===== config.mk =====
export PLATFORM = sky130hd
export DESIGN_NAME = core_control_operand_seq
export DESIGN_NICKNAME = d
export VERILOG_FILES = /design/src/rtl/core_control_operand_seq.sv
export SDC_FILE = /design/constraint.sdc
export NUM_CORES = 1
export LEC_CHECK = 0
export BUFFER_PORTS_ARGS = -buffer_cell sky130_fd_sc_hd__buf_4
export CAP_MARGIN = 20
export CELL_PAD_IN_SITES_DETAIL_PLACEMENT = 0
export CELL_PAD_IN_SITES_GLOBAL_PLACEMENT = 1
export CORE_UTILIZATION = 30
export CTS_BUF_LIST = sky130_fd_sc_hd__clkbuf_4 sky130_fd_sc_hd__clkbuf_8 sky130_fd_sc_hd__clkbuf_16
export CTS_CLUSTER_DIAMETER = 100
export CTS_CLUSTER_SIZE = 25
export DETAILED_ROUTE_END_ITERATION = 16
export GPL_TIMING_DRIVEN = 0
export HOLD_SLACK_MARGIN = 0.08
export PLACE_DENSITY = 0.81
export SYNTH_ARGS = -nofsm -noshare
export SYNTH_HDL_FRONTEND = slang
export SYNTH_SLANG_ARGS = --single-unit

===== constraint.sdc =====
create_clock -name clk -period 2.8 [get_ports clk]
set_input_delay 0 -clock clk [delete_from_list [all_inputs] [get_ports clk]]
set_output_delay 0 -clock clk [all_outputs]
set_load 0.005 [all_outputs]

===== src/rtl/core_control_operand_seq.sv =====
// Operand sequencer: drives ALU/shifter operands through issue, shift, multi-beat transfer and exception cycles.
// Accepts one instruction per sequence (issue_ready only in IDLE); TRANSFER stalls on mem_ready, exc_req aborts it.
module core_control_operand_seq #(
    parameter int         WORD_W     = 32,
    parameter int         IMM_W      = 12,
    parameter int         SHAMT_W    = 8,
    parameter int         MAX_BEATS  = 16,
    parameter int         EXC_OFFSET = 4,
    parameter logic [3:0] ALU_ADD    = 4'b0100,
    parameter int         BEAT_W     = $clog2(MAX_BEATS + 1)
) (
    input  logic                clk,
    input  logic                rst_n,
    input  logic                issue_valid,
    output logic                issue_ready,
    input  logic [3:0]          dec_op,
    input  logic                dec_is_imm,
    input  logic                dec_shift_by_reg,
    input  logic                dec_has_shift,
    input  logic [IMM_W-1:0]    dec_imm,
    input  logic [SHAMT_W-1:0]  dec_shift_imm,
    input  logic                dec_shr,
    input  logic                dec_ror,
    input  logic                dec_put_carry,
    input  logic                dec_sign_extend,
    input  logic [BEAT_W-1:0]   dec_beats,
    input  logic [WORD_W-1:0]   dec_step,
    input  logic                flags_c,
    input  logic [WORD_W-1:0]   rd_value_a,
    input  logic [WORD_W-1:0]   rd_value_b,
    input  logic [WORD_W-1:0]   q_alu,
    input  logic [WORD_W-1:0]   q_shifter,
    input  logic                c_shifter,
    input  logic                mem_ready,
    input  logic                exc_req,
    input  logic [WORD_W-3:0]   pc,
    output logic [2:0]          cycle,
    output logic [3:0]          alu_op,
    output logic [WORD_W-1:0]   alu_a,
    output logic [WORD_W-1:0]   alu_b,
    output logic [WORD_W-1:0]   saved_base,
    output logic [SHAMT_W-1:0]  shifter_shift,
    output logic                shr,
    output logic                ror,
    output logic                put_carry,
    output logic                sign_extend,
    output logic                c_in,
    output logic                trivial_shift,
    output logic [BEAT_W-1:0]   beats_left,
    output logic                done
);

    localparam logic [2:0] S_IDLE     = 3'd0;
    localparam logic [2:0] S_ISSUE    = 3'd1;
    localparam logic [2:0] S_RD_SHIFT = 3'd2;
    localparam logic [2:0] S_WITH_SH  = 3'd3;
    localparam logic [2:0] S_TRANSFER = 3'd4;
    localparam logic [2:0] S_EXC      = 3'd5;

    localparam logic [WORD_W-1:0] EXC_OFF = WORD_W'(EXC_OFFSET);

    logic [2:0]         state_q, state_d;
    logic [3:0]         alu_op_q, alu_op_d;
    logic               is_imm_q, is_imm_d;
    logic               shift_by_reg_q, shift_by_reg_d;
    logic               has_shift_q, has_shift_d;
    logic [IMM_W-1:0]   imm_q, imm_d;
    logic [SHAMT_W-1:0] shift_imm_q, shift_imm_d;
    logic               shr_q, shr_d;
    logic               ror_q, ror_d;
    logic               put_carry_q, put_carry_d;
    logic               sign_extend_q, sign_extend_d;
    logic [BEAT_W-1:0]  beats_q, beats_d;
    logic [WORD_W-1:0]  step_q, step_d;
    logic               c_in_q, c_in_d;
    logic [WORD_W-1:0]  saved_base_q, saved_base_d;
    logic [BEAT_W-1:0]  beats_left_q, beats_left_d;

    logic [WORD_W-1:0]  imm_ext;
    logic               last_beat;

    assign imm_ext   = {{(WORD_W-IMM_W){1'b0}}, imm_q};
    assign last_beat = (beats_left_q == BEAT_W'(1));

    // Next-state and register updates
    always_comb begin
        state_d        = state_q;
        alu_op_d       = alu_op_q;
        is_imm_d       = is_imm_q;
        shift_by_reg_d = shift_by_reg_q;
        has_shift_d    = has_shift_q;
        imm_d          = imm_q;
        shift_imm_d    = shift_imm_q;
        shr_d          = shr_q;
        ror_d          = ror_q;
        put_carry_d    = put_carry_q;
        sign_extend_d  = sign_extend_q;
        beats_d        = beats_q;
        step_d         = step_q;
        c_in_d         = c_in_q;
        saved_base_d   = saved_base_q;
        beats_left_d   = beats_left_q;

        case (state_q)
            S_IDLE: begin
                if (exc_req) begin
                    state_d  = S_EXC;
                    alu_op_d = ALU_ADD;
                end else if (issue_valid) begin
                    state_d        = S_ISSUE;
                    alu_op_d       = dec_op;
                    is_imm_d       = dec_is_imm;
                    shift_by_reg_d = dec_shift_by_reg;
                    has_shift_d    = dec_has_shift;
                    imm_d          = dec_imm;
                    shift_imm_d    = dec_shift_imm;
                    shr_d          = dec_shr;
                    ror_d          = dec_ror;
                    put_carry_d    = dec_put_carry;
                    sign_extend_d  = dec_sign_extend;
                    beats_d        = dec_beats;
                    step_d         = dec_step;
                    c_in_d         = flags_c;
                end
            end
            S_ISSUE: begin
                if (shift_by_reg_q) begin
                    // Park operand B while the next cycle reads the shift-amount register
                    state_d        = S_RD_SHIFT;
                    saved_base_d   = rd_value_b;
                    shift_by_reg_d = 1'b0;
                end else if (has_shift_q) begin
                    state_d      = S_WITH_SH;
                    saved_base_d = q_shifter;
                    c_in_d       = c_shifter;
                end else if (beats_q != '0) begin
                    state_d      = S_TRANSFER;
                    saved_base_d = q_alu;
                    alu_op_d     = ALU_ADD;
                    beats_left_d = beats_q;
                end else begin
                    state_d = S_IDLE;
                end
            end
            S_RD_SHIFT: begin
                state_d      = S_WITH_SH;
                saved_base_d = q_shifter;
                c_in_d       = c_shifter;
            end
            S_WITH_SH: begin
                if (beats_q != '0) begin
                    state_d      = S_TRANSFER;
                    saved_base_d = q_alu;
                    alu_op_d     = ALU_ADD;
                    beats_left_d = beats_q;
                end else begin
                    state_d = S_IDLE;
                end
            end
            S_TRANSFER: begin
                // Data abort wins over a completing beat; the address is left as it was
                if (exc_req) begin
                    state_d      = S_EXC;
                    alu_op_d     = ALU_ADD;
                    beats_left_d = '0;
                end else if (mem_ready) begin
                    saved_base_d = q_alu;
                    beats_left_d = beats_left_q - BEAT_W'(1);
                    if (last_beat) begin
                        state_d = S_IDLE;
                    end
                end
            end
            S_EXC: begin
                state_d = S_IDLE;
            end
            default: begin
                state_d = S_IDLE;
            end
        endcase
    end

    always_ff @(posedge clk or negedge rst_n) begin
        if (!rst_n) begin
            state_q        <= S_IDLE;
            alu_op_q       <= '0;
            is_imm_q       <= 1'b0;
            shift_by_reg_q <= 1'b0;
            has_shift_q    <= 1'b0;
            imm_q          <= '0;
            shift_imm_q    <= '0;
            shr_q          <= 1'b0;
            ror_q          <= 1'b0;
            put_carry_q    <= 1'b0;
            sign_extend_q  <= 1'b0;
            beats_q        <= '0;
            step_q         <= '0;
            c_in_q         <= 1'b0;
            saved_base_q   <= '0;
            beats_left_q   <= '0;
        end else begin
            state_q        <= state_d;
            alu_op_q       <= alu_op_d;
            is_imm_q       <= is_imm_d;
            shift_by_reg_q <= shift_by_reg_d;
            has_shift_q    <= has_shift_d;
            imm_q          <= imm_d;
            shift_imm_q    <= shift_imm_d;
            shr_q          <= shr_d;
            ror_q          <= ror_d;
            put_carry_q    <= put_carry_d;
            sign_extend_q  <= sign_extend_d;
            beats_q        <= beats_d;
            step_q         <= step_d;
            c_in_q         <= c_in_d;
            saved_base_q   <= saved_base_d;
            beats_left_q   <= beats_left_d;
        end
    end

    // Operand muxing per sequencing cycle
    always_comb begin
        alu_a         = rd_value_a;
        alu_b         = rd_value_b;
        shifter_shift = shift_imm_q;
        case (state_q)
            S_ISSUE: begin
                alu_b = is_imm_q ? imm_ext : rd_value_b;
            end
            S_RD_SHIFT: begin
                alu_b         = saved_base_q;
                shifter_shift = rd_value_b[SHAMT_W-1:0];
            end
            S_WITH_SH: begin
                alu_b = saved_base_q;
            end
            S_TRANSFER: begin
                alu_a = saved_base_q;
                alu_b = step_q;
            end
            S_EXC: begin
                alu_a = {pc, 2'b00};
                alu_b = EXC_OFF;
            end
            default: begin
                alu_a = rd_value_a;
            end
        endcase
    end

    always_comb begin
        done = 1'b0;
        case (state_q)
            S_ISSUE:    done = !shift_by_reg_q && !has_shift_q && (beats_q == '0);
            S_WITH_SH:  done = (beats_q == '0);
            S_TRANSFER: done = !exc_req && mem_ready && last_beat;
            S_EXC:      done = 1'b1;
            default:    done = 1'b0;
        endcase
    end

    assign issue_ready   = (state_q == S_IDLE);
    assign trivial_shift = (shifter_shift == '0);
    assign cycle         = state_q;
    assign alu_op        = alu_op_q;
    assign saved_base    = saved_base_q;
    assign shr           = shr_q;
    assign ror           = ror_q;
    assign put_carry     = put_carry_q;
    assign sign_extend   = sign_extend_q;
    assign c_in          = c_in_q;
    assign beats_left    = beats_left_q;

endmodule


==> impl_results.md <==
- Die Ht: around 160 µm
- Design Power: 13.7 mW
- Clock Latency Late Sink: between 0.3 and 0.4 ns
- Tmin final: ~2.7 ns
- Max Cap Viol: 0
- Critical path type: register to register
- Gpl congestion: 0.806
- Via count: between 8000 and 9000
- Outcome: finished clean
- Buffer levels on the longest clock path: 2
- Fmax: between 300 and 400 MHz
- Pwr dens: 1110 nW/µm²
- Data required, critical path: between 3 and 4 ns
- Synthesized netlist cell count: 761
- Number of global-route vias before repair: slightly below 9000
- Worst r2r src: cycle[0]
- CP Max Fanout: 10
- WL per Instance: 20.7 µm
- CTS tree: built
- Top Ports: approximately 360
- HP Start: rd_value_b[17]
- Peak supply drop: roughly 510 µV
- Placed instance area: slightly above 10000 µm²
- Hold Slack: roughly 0.1 ns
- Worst endpoint data arrival time: 2.96 ns
- Synth Flop Type: dfrtp_1
- CP startpoint: cycle[0]
- CP endpoint kind: register
- Iteration count of the initial detailed-routing pass: 6
- Crit path launch type: register
- WHS Path Cells: 5
- Core area: between 20000 and 25000 µm²
- Die area: about 25000 µm²
- Starting DRT DRC Count: ~600
- Area growth syn-to-layout: 71.8%
- Cell area after synthesis: 7190 µm²
- Final hold viol count: 0
- Slew Limit Fails: 0
- Slew @ Worst Pin: 0.802 ns
- Row count: 56
- Post-synth cell types: between 50 and 60
- Leak pwr: roughly 5.7 nW
- Synth warn: 0
- First-pass GRT wire length: ~50000 µm
- Largest net degree at the start of global routing: slightly below 60
- Worst slew margin: between 40% and 50%
- # setup viols final: 0
- DRC viols: 0
- Post-synth EDFFs: 0
- Post-DRT Antenna Nets: 0
- Syn_nets: 996
- Reg2reg path depth: 8
- Clk root buf: clkbuf_16
- Layout cell share with drive strength beyond 1: around two fifths
- CTS Buf Count: 9
- Layout Skew: ~0.0091 ns
- Mean Syn Cell Area: about 9.5 µm²
- Synth async-reset ratio: between 90% and 100%
- Fin crit share: a little over nine tenths
- Chip Width: ~160 µm
- Starting Density: between 30% and 40%
- Setup_tns: 0 ns
- WL final: roughly 34000 µm
- Post-synthesis sequential area ratio: a little under two fifths
- Buffers on Ports: roughly 360
- Hpwl dp: ~24000 µm
- Initial antenna violation count: 1
- GRT Util Overall: between 20% and 30%
- Post-route design area: 12400 µm²
- Remaining Overflow, GRT: 0
- Vias per cell: approximately 5.3
- Yosys reg bits: ~110
- Clock transition at the registers of the reported paths: 0.08 ns
- Clock sink count: 109
- NumNets Final: 1536
- H-Tree Depth: 3
- Worst Hold Class: primary input to register
[what timing repair did]
action,CTS,global route
endpoints found under the setup margin,8,42
gates cloned,0,0
gates resized for setup,1,16
hold buffers,172,0
hold endpoints to repair,186,0
setup buffers,0,0
[layout by cell type (no fill, tap or decap), types with 5 or more instances in the layout]
master / instances
buf_4: 357
clkbuf_2: 7
a221o_1: 33
nor2b_1: 5
o21ai_0: 42
mux2i_1: 34
nor2_1: 19
nand3_1: 62
nand2_1: 97
mux2_2: 71
dlygate4sd3_1: 172
buf_2: 26
a22oi_1: 63
dfrtp_1: 109
a21oi_1: 5
a222oi_1: 31
clkbuf_1: 31
clkbuf_16: 9
inv_1: 29
o2bb2ai_1: 31
[synthesized netlist by cell type (4+ instances only)]
cell	n	area [µm²]
inv_1	29	109
nand2_1	98	368
a222oi_1	31	310
nor3_1	4	20.0
mux2_2	71	800
o21ai_0	42	210
a221o_1	33	330
a22oi_1	63	473
a21oi_1	5	25.0
dfrtp_1	109	2730
nor2_1	19	71.3
clkbuf_1	37	139
mux2i_1	34	340
nand3_1	62	310
o2bb2ai_1	31	272
buf_2	27	135
nor2b_1	5	31.3
[power breakdown]
group | switching [mW] | internal [mW]
Combinational | 4.70 | 4.50
Sequential | 0.695 | 2.37
Clock | 0.668 | 0.730
Total | 6.06 | 7.60
[metrics by stage]
step / util [%] / cells / worst slack (ns)
after CTS: 52.5 / 1625 / 0.0324
after detailed placement: 43.9 / 1437 / 0.347
after global placement: 43.7 / 1436 / 0.338
after global routing: 52.6 / 1626 / -0.00501
after floorplan: - / 761 / 1.01
final: 52.6 / 1626 / 0.126
[state kept, by name (all words and copies together), names as in the netlist, 3 cells and up]
register,flops
saved_base,32
step_q,32
imm_q,12
shift_imm_q,8
beats_left,5
beats_q,5
alu_op,4
cycle,3
[logic make-up (layout without fill, tap and decap cells)]
| kind of cell | Yosys count | in the layout | share of synthesized area, % |
|---|---|---|---|
| xor+xnor | 1 | 1 | 0.122 |
| buf+inv | 101 | 646 | 6.16 |
| flops | 109 | 109 | 37.9 |
| compound gates | 232 | 232 | 25.6 |
| simple gates | 210 | 210 | 13.8 |
| other cells | 0 | 1 | 0 |
| mux | 106 | 106 | 16.1 |
| fa+ha+maj | 2 | 2 | 0.348 |
[worst max-delay path, stage by stage, from the launching register on]
cell and delay, ns:
dfrtp_1 0.47, buf_2 0.23, nor2_4 0.24, nand2_1 0.16, nor3b_4 0.40, buf_2 0.34, nand3_1 0.11, dlygate4sd3_1 0.57
nand3_1 0.08
[path summary, 6_finish.rpt]
path	to	slack [ns]
hold / removal	saved_base[17]	0.1
min in group asynchronous	shift_imm_q[6]	0.17
setup / recovery	saved_base[21]	0.13
setup reg to reg	saved_base[21]	0.13
max in group asynchronous	step_q[20]	1.92
hold reg to reg	step_q[18]	0.51
[metal layers]
metal | vias to the layer above | share of wire (%) | GRT usage [%]
met2 | 409 | 49 | 46.1
met1 | 4221 | 42 | 33.2
met5 | - | 0 | 0
li1 | 3998 | - | -
met3 | 43 | 6.9 | 4.90
met4 | 0 | 2.5 | 9.71
[layout make-up]
type | count | area, µm²
inverters | 29 | 109
clock buffers | 10 | 239
repair buffers | 529 | 4430
plain buffers | 72 | 345
fillers | 2186 | 11100
multi-input cells | 551 | 4040
diodes | 1 | 2.50
clock inverters | 6 | 70.1
flip-flops and latches | 109 | 2730
well taps | 319 | 399
No activity file was read; power rests on OpenSTA's default activity.
